===== src/rtl/hazard_scoreboard_if.sv =====
// Decode <-> hazard scoreboard bundle: issue request in, hold/forward/drain status out.
// master = decode side, slave = scoreboard side.
interface hazard_scoreboard_if #(
  parameter int unsigned ADDR_LINE_REG = 5,
  parameter int unsigned NUM_STAGES    = 3
);
  localparam int unsigned SEL_W = $clog2(NUM_STAGES + 1);

  logic                     issue_valid;
  logic [ADDR_LINE_REG-1:0] issue_rs;
  logic [ADDR_LINE_REG-1:0] issue_rt;
  logic                     issue_uses_rt;
  logic [ADDR_LINE_REG-1:0] issue_dest;
  logic                     issue_wen;
  logic                     issue_is_load;
  logic                     flush;
  logic                     drain;

  logic                     accept;
  logic                     stall;
  logic [SEL_W-1:0]         fwd_rs_sel;
  logic [SEL_W-1:0]         fwd_rt_sel;
  logic [SEL_W-1:0]         occupancy;
  logic                     drained;

  modport master (
    output issue_valid, issue_rs, issue_rt, issue_uses_rt, issue_dest, issue_wen, issue_is_load,
    output flush, drain,
    input  accept, stall, fwd_rs_sel, fwd_rt_sel, occupancy, drained
  );

  modport slave (
    input  issue_valid, issue_rs, issue_rt, issue_uses_rt, issue_dest, issue_wen, issue_is_load,
    input  flush, drain,
    output accept, stall, fwd_rs_sel, fwd_rt_sel, occupancy, drained
  );
endinterface


===== src/rtl/hazard_scoreboard.sv =====
// Tracks in-flight destination registers after decode and derives load-use stalls,
// operand forwarding selects and the RUN/DRAIN/DONE end-of-program handshake.
module hazard_scoreboard #(
  parameter int unsigned ADDR_LINE_REG = 5,
  parameter int unsigned NUM_STAGES    = 3
) (
  input  logic                 clk,
  input  logic                 reset,
  hazard_scoreboard_if.slave   bus
);
  localparam int unsigned SEL_W = $clog2(NUM_STAGES + 1);

  typedef struct packed {
    logic                     valid;
    logic [ADDR_LINE_REG-1:0] dest;
    logic                     wen;
    logic                     is_load;
  } entry_t;

  typedef enum logic [1:0] {StRun, StDrain, StDone} state_e;

  state_e                  state_q, state_d;
  entry_t [NUM_STAGES-1:0] stage_q, stage_d;
  logic   [SEL_W-1:0]      occ_q, occ_d;

  logic [NUM_STAGES-1:0] hit_rs, hit_rt;
  logic [SEL_W-1:0]      rs_sel, rt_sel;
  logic                  load_use, issue_ok, stall, accept, any_valid;

  // Register 0 is hardwired, so it never matches.
  always_comb begin
    hit_rs = '0;
    hit_rt = '0;
    for (int k = 0; k < NUM_STAGES; k++) begin
      hit_rs[k] = stage_q[k].valid & stage_q[k].wen & (stage_q[k].dest != '0) &
                  (stage_q[k].dest == bus.issue_rs);
      hit_rt[k] = stage_q[k].valid & stage_q[k].wen & (stage_q[k].dest != '0) &
                  (stage_q[k].dest == bus.issue_rt) & bus.issue_uses_rt;
    end
  end

  // Walk oldest to youngest so the youngest match is the last one written.
  always_comb begin
    rs_sel = '0;
    rt_sel = '0;
    for (int k = NUM_STAGES - 1; k >= 0; k--) begin
      if (hit_rs[k]) rs_sel = SEL_W'(k + 1);
      if (hit_rt[k]) rt_sel = SEL_W'(k + 1);
    end
  end

  // A stage-0 match is always the youngest, so only stage 0 can cause load-use.
  assign load_use = stage_q[0].is_load & (hit_rs[0] | hit_rt[0]);
  assign issue_ok = (state_q == StRun) & ~bus.drain;
  assign stall    = bus.issue_valid & load_use & issue_ok & ~bus.flush;
  assign accept   = bus.issue_valid & issue_ok & ~bus.flush & ~stall;

  always_comb begin
    stage_d = '0;
    if (accept) begin
      stage_d[0].valid   = 1'b1;
      stage_d[0].dest    = bus.issue_dest;
      stage_d[0].wen     = bus.issue_wen;
      stage_d[0].is_load = bus.issue_is_load;
    end
    for (int i = 1; i < NUM_STAGES; i++) begin
      stage_d[i] = stage_q[i-1];
    end
    occ_d = '0;
    for (int i = 0; i < NUM_STAGES; i++) begin
      occ_d = occ_d + SEL_W'(stage_d[i].valid);
    end
  end

  always_comb begin
    any_valid = 1'b0;
    for (int i = 0; i < NUM_STAGES; i++) begin
      any_valid = any_valid | stage_q[i].valid;
    end
  end

  always_comb begin
    state_d = state_q;
    case (state_q)
      StRun:   if (bus.drain) state_d = StDrain;
      StDrain: if (!any_valid) state_d = StDone;
      StDone:  state_d = StDone;
      default: state_d = StRun;
    endcase
  end

  always_ff @(posedge clk or negedge reset) begin
    if (!reset) begin
      state_q <= StRun;
      stage_q <= '0;
      occ_q   <= '0;
    end else begin
      state_q <= state_d;
      stage_q <= stage_d;
      occ_q   <= occ_d;
    end
  end

  assign bus.accept     = accept;
  assign bus.stall      = stall;
  assign bus.fwd_rs_sel = rs_sel;
  assign bus.fwd_rt_sel = rt_sel;
  assign bus.occupancy  = occ_q;
  assign bus.drained    = (state_q == StDone);
endmodule


===== src/flat_wrapper.sv =====
// flat-port wrapper written by rule: the top's interface ports become plain ports
module hazard_scoreboard_flat 
#(
  parameter int unsigned ADDR_LINE_REG = 5,
  parameter int unsigned NUM_STAGES    = 3
)
  (clk, reset, bus_issue_valid, bus_issue_rs, bus_issue_rt, bus_issue_uses_rt, bus_issue_dest, bus_issue_wen, bus_issue_is_load, bus_flush, bus_drain, bus_accept, bus_stall, bus_fwd_rs_sel, bus_fwd_rt_sel, bus_occupancy, bus_drained);
  hazard_scoreboard_if #(.ADDR_LINE_REG(ADDR_LINE_REG), .NUM_STAGES(NUM_STAGES)) bus_i ();
  input  logic clk;
  input  logic reset;
  input wire logic [$bits(bus_i.issue_valid)-1:0] bus_issue_valid;
  input wire logic [$bits(bus_i.issue_rs)-1:0] bus_issue_rs;
  input wire logic [$bits(bus_i.issue_rt)-1:0] bus_issue_rt;
  input wire logic [$bits(bus_i.issue_uses_rt)-1:0] bus_issue_uses_rt;
  input wire logic [$bits(bus_i.issue_dest)-1:0] bus_issue_dest;
  input wire logic [$bits(bus_i.issue_wen)-1:0] bus_issue_wen;
  input wire logic [$bits(bus_i.issue_is_load)-1:0] bus_issue_is_load;
  input wire logic [$bits(bus_i.flush)-1:0] bus_flush;
  input wire logic [$bits(bus_i.drain)-1:0] bus_drain;
  output wire logic [$bits(bus_i.accept)-1:0] bus_accept;
  output wire logic [$bits(bus_i.stall)-1:0] bus_stall;
  output wire logic [$bits(bus_i.fwd_rs_sel)-1:0] bus_fwd_rs_sel;
  output wire logic [$bits(bus_i.fwd_rt_sel)-1:0] bus_fwd_rt_sel;
  output wire logic [$bits(bus_i.occupancy)-1:0] bus_occupancy;
  output wire logic [$bits(bus_i.drained)-1:0] bus_drained;
  assign bus_i.issue_valid = bus_issue_valid;
  assign bus_i.issue_rs = bus_issue_rs;
  assign bus_i.issue_rt = bus_issue_rt;
  assign bus_i.issue_uses_rt = bus_issue_uses_rt;
  assign bus_i.issue_dest = bus_issue_dest;
  assign bus_i.issue_wen = bus_issue_wen;
  assign bus_i.issue_is_load = bus_issue_is_load;
  assign bus_i.flush = bus_flush;
  assign bus_i.drain = bus_drain;
  assign bus_accept = bus_i.accept;
  assign bus_stall = bus_i.stall;
  assign bus_fwd_rs_sel = bus_i.fwd_rs_sel;
  assign bus_fwd_rt_sel = bus_i.fwd_rt_sel;
  assign bus_occupancy = bus_i.occupancy;
  assign bus_drained = bus_i.drained;
  hazard_scoreboard #(.ADDR_LINE_REG(ADDR_LINE_REG), .NUM_STAGES(NUM_STAGES)) u_core (.clk(clk), .reset(reset), .bus(bus_i));
endmodule

===== config.mk =====
export PLATFORM = sky130hd
export DESIGN_NAME = hazard_scoreboard_flat
export DESIGN_NICKNAME = d
export VERILOG_FILES = /design/src/rtl/hazard_scoreboard_if.sv /design/src/rtl/hazard_scoreboard.sv /design/src/flat_wrapper.sv
export SDC_FILE = /design/constraint.sdc
export NUM_CORES = 1
export LEC_CHECK = 0
export CAP_MARGIN = 20
export CORE_UTILIZATION = 48
export CTS_CLUSTER_SIZE = 30
export DETAILED_ROUTE_END_ITERATION = 7
export MAX_ROUTING_LAYER = met4
export PLACE_DENSITY = 0.74
export SLEW_MARGIN = 10
export SYNTH_ARGS = -nofsm -noshare
export SYNTH_HDL_FRONTEND = slang
export SYNTH_SLANG_ARGS = --single-unit
export TNS_END_PERCENT = 100

===== constraint.sdc =====
create_clock -name clk -period 2.85 [get_ports clk]
set_clock_uncertainty 0.15 [all_clocks]
set_input_delay 0.855 -clock clk [delete_from_list [all_inputs] [get_ports clk]]
set_output_delay 0.855 -clock clk [all_outputs]
set_load 0.01 [all_outputs]

==> impl_metrics.csv, run 1 <==
group,metric,value,unit
placement,placed_cell_area,1903,µm²
floorplanning,die-width,54.72,µm
timing,final.period_utilization,1.100,
drt,ant_nets,0,
worst_setup_path,regToRegStartpoint,"u_core.stage_d[10]",
clock_network,clk_path_buf_depth,2,
power,p_sw,249.2,µW
worst_setup_path,cp_slowest_cell,"nor4_1",
yosys,syn_area,1334,µm²
placement,post-dp-hpwl,2450,µm
layout,fin_cells,220,
yosys,syn_avg_cell_area,11.11,µm²
timing,worstMarginPinSlew,305.1,ps
global_routing,grt_pass1_wl,5292,µm
layout,nets,219,
min_path,min_from,"u_core.stage_d[17]",
timing,setup_violations,6,
power,switching_share,0.2602,
yosys,synth_cells,120,
floorplanning,ios,32,
layout,n_antenna_cell,0,
worst_setup_path,r2r_end,"u_core.bus.occupancy[0]",
global_routing,grt_max_degree,27,
power,p_leak,1.066,nW
yosys,synthTopCellsByArea,"dfrtp_1, xnor2_1, xor2_1",
yosys,yosysSeqAreaShare,0.4878,
timing,slew_headroom,0.7966,
worst_setup_path,cp_data_arrival_time,2130,ps
clock_network,cts_made_buffers,3,
placement,portBuffers,31,
worst_setup_path,crit_fanout,2,
placement,place.gp.congestion,0.8622,
global_routing,track_usage,0.2656,
yosys,synth_top_area_frac,0.4878,
clock_network,root_buffer,"clkbuf_4",
global_routing,antenna_found_initial,0,
min_path,holdPathEnd,"u_core.stage_q[17]",
timing,fmax,319.0,MHz
placement,dp_cells,211,
worst_setup_path,max_stage_delay,280,ps
yosys,syn-num-nets,148,
drt,remaining_drc_errors,0,
global_routing,grt_overflow,0,
worst_setup_path,reg2reg_depth,8,
drt,drt-total-wl,3287,µm
worst_setup_path,endpoint_kind,"output port",
yosys,yosysTopAreaCell,"dfrtp_1",
floorplanning,dieArea,2994,µm²
yosys,ys_ff_latch,26,
min_path,hold_depth,0,
min_path,worstHoldPathType,"reg -> reg",
power,combPwrFrac,0.297,
clock_network,clk_latency,310,ps
power,clkPwrFrac,0.254,
floorplanning,rows,18,
floorplanning,fp.dieH,54.72,µm
clock_network,cts_tree,"done",
yosys,synth_warnings,0,
drt,wire_per_inst,14.94,µm
power,p_per_area,457.2,nW/µm²
layout,stdcell_area,2095,µm²
timing,min_period,3135,ps
outcome,violations,"negative setup slack",
yosys,synth-edff-count,0,
outcome,outcome,"complete, but fails checks",
yosys,synth.distinct_cells,29,
clock_network,cts.sink_count,26,
worst_setup_path,crit_top_cell,"buf_6",
timing,setup_ws,-284.8,ps
layout,drive_above_1_share,0.3842,
timing,drv_slew,0,
layout,area_delta_synth_final,57.04,%
yosys,synth-main-ff-cell,"dfrtp_1",
power,p_int,708.6,µW
floorplanning,core_area,2545,µm²
worst_setup_path,start_kind,"primary input",
timing,hold_viol,0,
drt,drt-initial-drc-count,19,
power,sequentialPowerShare,0.448,
drt,vias_per_cell,5.118,
flow_run,drv_cap,0,
floorplanning,start_util,0.5241,
yosys,async_flop_share,1.000,
drt,first_pass_iters,5,
clock_network,cts_max_level,1,
worst_setup_path,crit_chain,"buf_6, buf_6, xor2_1, nor4_1, nand4_1, o31a_1, a21oi_2, buf_2",
global_routing,grt_pass1_vias,1193,
timing,rsz0062_at_grt,"yes",
worst_setup_path,rrSetupSlack,420,ps
power,peakVddDrop,0.0004841,V
drt,vias,1126,
worst_setup_path,crit_type,"in -> out",
worst_setup_path,worstPathRequired,1850,ps
clock_network,clkSlewWorstSetupHoldPaths,140,ps
-- synth_stat cells, drive strengths merged (2+ instances only) --
master	instances
a21oi	2
dfrtp	26
ha	4
inv	7
mux2	2
nand2	11
nand3	2
nand4	3
nor2	7
nor3	4
nor4	2
o21ai	3
o311a	2
o31a	2
or3	2
xnor2	17
xor2	13
-- cell families after synthesis --
family	Yosys count	share of synthesized area
AOI/OAI and AO/OA	12	0.07411
xor gates and xnor gates	30	0.1970
adders and majority gates	5	0.05253
buffers and inverters	8	0.02815
DFF	26	0.4878
muxes	2	0.01688
and+or+nand+nor	37	0.1435
-- power by group through the flow --
stage / logic, mW / clock network (mW) / registers [mW]
CTS: 0.282 / 0.245 / 0.428
finish: 0.285 / 0.244 / 0.429
global route: 0.315 / 0.264 / 0.434
floorplan: 0.123 / 0 / 0.434
detailed placement: 0.263 / 0 / 0.435
global placement: 0.252 / 0 / 0.432
-- cell type report --
class	instances	area [µm²]
Clock buffer	3	22.52
Clock inverter	1	30.03
Fill cell	155	450.4
Inverter	7	26.28
Multi-Input combinational cell	86	723.2
Sequential cell	26	650.6
Tap cell	30	37.54
Timing Repair Buffer	67	604.3
-- registers in the layout (all words and copies together) (netlist names) --
signal	count
u_core.stage_d	15
u_core.bus.occupancy	2
u_core.state_q	2
u_core.stage_q	7
-- placed cells by master, fill, tap and decap left out, types with 4 or more instances in the layout --
cell type | netlist | layout
buf_2 | 0 | 5
buf_4 | 0 | 28
buf_6 | 1 | 15
clkdlybuf4s50_1 | 0 | 15
dfrtp_1 | 26 | 26
ha_1 | 4 | 4
inv_1 | 7 | 7
nand2_1 | 11 | 10
nor2_1 | 7 | 7
xnor2_1 | 17 | 13
xnor2_2 | 0 | 4
xor2_1 | 13 | 11
-- routing by layer --
layer  GRT usage  routed length, µm
met1      0.3102               1391
met2      0.4779               1737
met3     0.02500                 81
met4     0.07692                 76
met5           -                  0
-- worst max-delay path by stage --
stage,start,to,slack [ps],depth (start not counted)
floorplan,bus_issue_rt[4],bus_stall,20,6
global placement,bus_issue_rs[2],bus_stall,-1030,8
detailed placement,bus_issue_rt[1],bus_accept,-1040,8
CTS,bus_issue_uses_rt,bus_accept,-240,6
global route,bus_issue_rt[4],bus_fwd_rt_sel[1],-320,8
finish,bus_issue_rt[4],bus_fwd_rt_sel[1],-280,8
-- critical path: cells and delay by family --
family,cells,cell delay (ps)
and+or+nand+nor,2,460
buffers and inverters,3,360
AOI/OAI and AO/OA,2,310
xor gates and xnor gates,1,150
-- timing repair --
action,in CTS,in global routing
pin swaps,14,10
setup buffers,3,2
hold buffers,0,0
endpoints found under the setup margin,7,6
gates resized for setup,95,4
-- through the flow --
step | worst slack, ps | utilization | power [mW] | hold WS, ps | setup TNS (ps)
floorplan | 15.37 | - | 0.5570 | 203.9 | 0
CTS | -235.3 | 0.8078 | 0.9552 | 239.4 | -935.4
finish | -284.8 | 0.8230 | 0.9577 | 243.3 | -1131
global route | -322.2 | 0.8230 | 1.012 | 250.9 | -1503
detailed placement | -1042 | 0.7478 | 0.6983 | 222.9 | -6571
global placement | -1030 | 0.7478 | 0.6841 | 210.2 | -6434
Note: power is estimated with default switching activity, not from simulation.
==> run 2: changes to the inputs <==
SKIP_LAST_GASP = 1   (was not set)
==> run 2 against run 1 <==
  * The run still ends with negative setup slack left
  * Sequential share of layout area stayed put
  * Register-to-register slack hardly changed
  * Cell count is 0.45% higher
  * Maximum frequency is 1.6% higher
  * Final area stayed put
  * Total power is 0.24% higher
  * Worst setup slack better by 50 ps
  * Wire length is 1.5% lower
  * Non-clock buffer count is 1 higher
  * Clock-buffer cell count stayed put
  * Critical path depth stayed put
==> impl_metrics.csv, run 2 (same netlist as run 1, synthesis figures left out) <==
group,metric,value,unit
timing,holdWs,248.8,ps
layout,multiInputGateArea,719.4,µm²
drt,wire_per_inst,14.66,µm
timing,worstMarginPinSlew,296.7,ps
global_routing,grt_overflow,0,
worst_setup_path,path_depth,8,
worst_setup_path,cp_slowest_cell,"nor4_1",
worst_setup_path,reg2reg_depth,8,
power,peakVddDrop,0.0004819,V
drt,vias,1140,
global_routing,antenna_found_initial,0,
placement,post-dp-hpwl,2450,µm
clock_network,cts_tree,"done",
layout,layout_commonest_cell,"buf_4",
timing,min_period,3085,ps
worst_setup_path,crit_buf_inv,3,
min_path,hold_depth,0,
drt,remaining_drc_errors,0,
clock_network,clk_latency,310,ps
outcome,outcome,"complete, but fails checks",
worst_setup_path,cpLargestDelayFamily,"simple AND/OR/NAND/NOR gates",
placement,place.gp.congestion,0.8622,
flow_run,drv_cap,0,
timing,hold_viol,0,
global_routing,track_usage,0.2529,
outcome,violations,"negative setup slack",
global_routing,grt_pass1_vias,1176,
drt,drt-total-wl,3239,µm
floorplanning,core_area,2545,µm²
drt,vias_per_cell,5.158,
placement,portBuffers,31,
global_routing,grt_pass1_wl,5092,µm
drt,ant_nets,0,
clock_network,root_buffer,"clkbuf_4",
clock_network,cts.sink_count,26,
placement,pre_cts_slack,-1042,ps
worst_setup_path,crit_top_cell,"buf_6",
floorplanning,ios,32,
layout,nets,220,
power,p_leak,1.068,nW
timing,rsz0062_at_grt,"yes",
timing,final.period_utilization,1.082,
layout,fin_cells,221,
layout,area_delta_synth_final,57.04,%
timing,slew_headroom,0.8004,
worst_setup_path,start_kind,"primary input",
clock_network,clkSlewWorstSetupHoldPaths,140,ps
drt,first_pass_iters,4,
floorplanning,die-width,54.72,µm
layout,drive_above_1_share,0.3822,
worst_setup_path,crit_fanout,2,
floorplanning,rows,18,
layout,fillCellCount,152,
worst_setup_path,crit_type,"in -> out",
floorplanning,start_util,0.5241,
floorplanning,fp.dieH,54.72,µm
worst_setup_path,max_stage_delay,290,ps
clock_network,clk_path_buf_depth,2,
layout,final_cell_mix,"buf_4, dfrtp_1, clkdlybuf4s50_1",
placement,dp_cells,211,
timing,fmax,324.1,MHz
floorplanning,dieArea,2994,µm²
worst_setup_path,worstPathRequired,1850,ps
drt,drt-initial-drc-count,43,
power,p_per_area,458.3,nW/µm²
timing,setup_violations,6,
timing,drv_slew,0,
layout,largest_register_ffs,15,
worst_setup_path,cp_data_arrival_time,2080,ps
global_routing,grt_max_degree,27,
timing,setup_ws,-235.0,ps
worst_setup_path,endpoint_kind,"output port",
layout,n_antenna_cell,0,
min_path,worstHoldPathType,"reg -> reg",
layout,regArea,650.6,µm²
clock_network,cts_made_buffers,3,
clock_network,cts_max_level,1,
worst_setup_path,crit_chain,"buf_6, buf_6, xor2_1, nor4_1, nand4_1, o31a_1, a21oi_2, buf_2",
==> run 2: power breakdown <==
part	total, mW	switching [mW]	internal (mW)
clock	0.244	0.102	0.142
sequential	0.429	0.0256	0.403
combinational	0.288	0.123	0.165
total	0.960	0.250	0.710
==> run 2: timing repair <==
action / in CTS / in global routing
gates resized for setup: 90 / 7
setup endpoints to repair: 7 / 6
cloned: 0 / 0
buffers inserted: 3 / 3
pin swaps: 14 / 14
hold buffers: 0 / 0
==> run 2: cell type report <==
| class | instances | area share |
|---|---|---|
| clock inverters | 1 | 0.01434 |
| clock buffers | 3 | 0.01075 |
| repair buffers | 68 | 0.2903 |
| multi-input cells | 86 | 0.3435 |
| inverters | 7 | 0.01254 |
| well taps | 30 | 0.01792 |
| flip-flops and latches | 26 | 0.3106 |
==> run 2: worst paths after layout <==
path / startpoint / slack (ps) / endpoint
min in group asynchronous: reset / 730 / u_core.stage_d[15]
setup reg to reg: u_core.stage_d[10] / 420 / u_core.bus.occupancy[0]
hold / removal: u_core.stage_d[17] / 250 / u_core.stage_q[17]
setup / recovery: bus_issue_rt[4] / -240 / bus_fwd_rt_sel[1]
hold reg to reg: u_core.stage_d[17] / 250 / u_core.stage_q[17]
max in group asynchronous: reset / 1580 / u_core.stage_d[17]
==> run 2: through the flow <==
| step | power, mW | cell area, µm² | utilization | setup TNS, ps |
|---|---|---|---|---|
| 4_1_cts | 0.9529 | 2037 | 0.8004 | -998.3 |
| 2_1_floorplan | 0.5570 | 1334 | - | 0 |
| 3_5_place_dp | 0.6983 | 1903 | 0.7478 | -6571 |
| 5_1_grt | 1.014 | 2095 | 0.8230 | -1405 |
| 6_report | 0.9600 | 2095 | 0.8230 | -973.3 |
| 3_3_place_gp | 0.6841 | 1903 | 0.7478 | -6434 |
==> run 2: per-layer routing <==
metal	part of all wire	vias up	wire [µm]	GRT usage
li1	-	544	-	-
met4	0.0096	0	31	0.04274
met5	0	-	0	-
met3	0.038	5	122	0.02500
met2	0.53	35	1711	0.4558
met1	0.42	556	1374	0.3066
==> run 3: changes to the inputs <==
GPL_ROUTABILITY_DRIVEN = 0   (was not set)
==> run 3 against run 2 <==
  * The flow still finishes with violations (negative setup slack)
  * Sequential power about the same
  * Clock power about the same
  * Sequential cell count unchanged
  * Register-to-register slack worse by 40 ps
  * Via count down 5.4%
  * Combinational power down 3%
  * Utilization down 1.0 points
  * Global-route usage down 0.67 points
  * First-iteration DRC count down 70%
  * Maximum frequency down 0.30%
  * Critical path type unchanged
==> impl_metrics.csv, run 3 (same netlist as run 1, synthesis figures left out) <==
group,metric,value,unit
global_routing,grt_overflow,0,
power,p_leak,1.044,nW
outcome,violations,"negative setup slack",
drt,drt-total-wl,3197,µm
drt,vias_per_cell,4.991,
timing,final.period_utilization,1.086,
clock_network,cts_hold_buf,0,
timing,holdWs,255.2,ps
floorplanning,core_area,2545,µm²
drt,remaining_drc_errors,0,
layout,drive_above_1_share,0.3871,
drt,vias,1078,
global_routing,grt_pass1_vias,1147,
global_routing,grt_pass1_wl,4850,µm
floorplanning,fp.dieH,54.72,µm
layout,final_cell_mix,"buf_4, dfrtp_1, clkdlybuf4s50_1",
clock_network,cts_tree,"done",
floorplanning,die-width,54.72,µm
clock_network,root_buffer,"clkbuf_4",
power,p_per_area,462.6,nW/µm²
worst_setup_path,start_kind,"primary input",
placement,post-dp-hpwl,2411,µm
floorplanning,dieArea,2994,µm²
power,sequentialPowerShare,0.449,
clock_network,cts.sink_count,26,
power,p_int,703.4,µW
power,clkPwrFrac,0.258,
clock_network,cts_max_level,1,
worst_setup_path,worstPathRequired,1850,ps
power,p_sw,253.5,µW
worst_setup_path,crit_top_cell,"buf_6",
timing,slew_headroom,0.7797,
timing,setup_ws,-244.3,ps
placement,portBuffers,31,
layout,fillCellCount,156,
clock_network,cts_made_buffers,3,
clock_network,clkSlewWorstSetupHoldPaths,140,ps
layout,regArea,650.6,µm²
power,peakVddDrop,0.0004662,V
worst_setup_path,rrSetupSlack,380,ps
timing,rsz0062_at_grt,"yes",
worst_setup_path,crit_chain,"buf_6, xor2_1, nor4_1, and3_4, o211a_1, buf_6, nor2b_4, buf_6",
outcome,outcome,"complete, but fails checks",
floorplanning,rows,18,
drt,wire_per_inst,14.80,µm
timing,worstMarginPinSlew,330.4,ps
power,power,956.8,µW
timing,min_period,3094,ps
drt,ant_nets,0,
clock_network,clk_path_buf_depth,2,
global_routing,antenna_found_initial,0,
global_routing,grt_max_degree,27,
layout,n_antenna_cell,0,
global_routing,track_usage,0.2462,
layout,largest_register_ffs,15,
worst_setup_path,max_stage_delay,310,ps
timing,drv_slew,0,
worst_setup_path,crit_type,"in -> out",
worst_setup_path,cp_data_arrival_time,2090,ps
clock_network,clk_latency,310,ps
layout,nets,215,
floorplanning,ios,32,
timing,fin_setup_tns,-1026,ps
flow_run,drv_cap,0,
layout,multiInputGateArea,748.2,µm²
worst_setup_path,crit_fanout,2,
worst_setup_path,cp_slowest_cell,"nor4_1",
worst_setup_path,endpoint_kind,"output port",
drt,drt-initial-drc-count,13,
drt,first_pass_iters,3,
min_path,worstHoldPathType,"reg -> reg",
layout,area_delta_synth_final,55.07,%
floorplanning,start_util,0.5241,
timing,fmax,323.2,MHz
power,switching_share,0.2649,
timing,setup_violations,6,
power,combPwrFrac,0.293,
timing,hold_viol,0,
[run 3: cell types whose count changed in the layout (fill, tap and decap cells not counted), moves of 2 or more]
cell	before	now
buf_2	5	7
buf_4	30	26
buf_6	14	12
nor3_2	3	1
[run 3: power by group through the flow]
stage | Combinational (mW) | Clock [mW] | Sequential (mW)
after CTS | 0.270 | 0.251 | 0.429
after floorplan | 0.123 | 0 | 0.434
after detailed placement | 0.257 | 0 | 0.437
after global routing | 0.312 | 0.270 | 0.434
after global placement | 0.251 | 0 | 0.432
final | 0.280 | 0.247 | 0.430
[run 3: worst paths after layout]
check                                   start                       to  cells past startpoint
max                           bus_issue_rt[4]               bus_accept                      8
min                        u_core.stage_d[17]       u_core.stage_q[17]                      0
max reg2reg                u_core.stage_d[11]  u_core.bus.occupancy[0]                     10
min reg2reg                u_core.stage_d[17]       u_core.stage_q[17]                      0
max in group asynchronous               reset       u_core.stage_d[19]                      2
min in group asynchronous               reset  u_core.bus.occupancy[1]                      2
[run 3: critical path, delay by kind of cell]
| kind | cells | cell delay, ps |
|---|---|---|
| compound gates | 1 | 170 |
| xor+xnor | 1 | 130 |
| buf+inv | 3 | 320 |
| simple gates | 3 | 610 |
[run 3: metal layers]
| metal | part of all wire | GRT usage | vias up |
|---|---|---|---|
| met3 | 0.019 | 0.01667 | 2 |
| met4 | 0.0025 | 0.05128 | 0 |
| met2 | 0.55 | 0.4659 | 19 |
| met5 | 0 | - | - |
| li1 | - | - | 537 |
| met1 | 0.43 | 0.2799 | 520 |
[run 3: cell type report]
type                    count  area share
flip-flops and latches     26      0.3146
clock buffers               3     0.01089
inverters                   7     0.01270
repair buffers             63      0.2674
multi-input cells          86      0.3618
well taps                  30     0.01815
clock inverters             1     0.01452
[run 3: what timing repair did]
action	in CTS	in global routing
setup endpoints to repair	7	6
gates resized for setup	90	12
hold endpoints to repair	0	0
pin swaps	13	15
buffers inserted	1	2
[run 3: metrics by stage]
step                  util  std cells  setup WS (ps)  cell area (µm²)
global route        0.8127        216         -289.8             2068
CTS                 0.7842        215         -212.9             1996
finish              0.8127        216         -244.3             2068
detailed placement  0.7448        210          -1056             1896
floorplan                -        120          15.37             1334
global placement    0.7448        210          -1059             1896
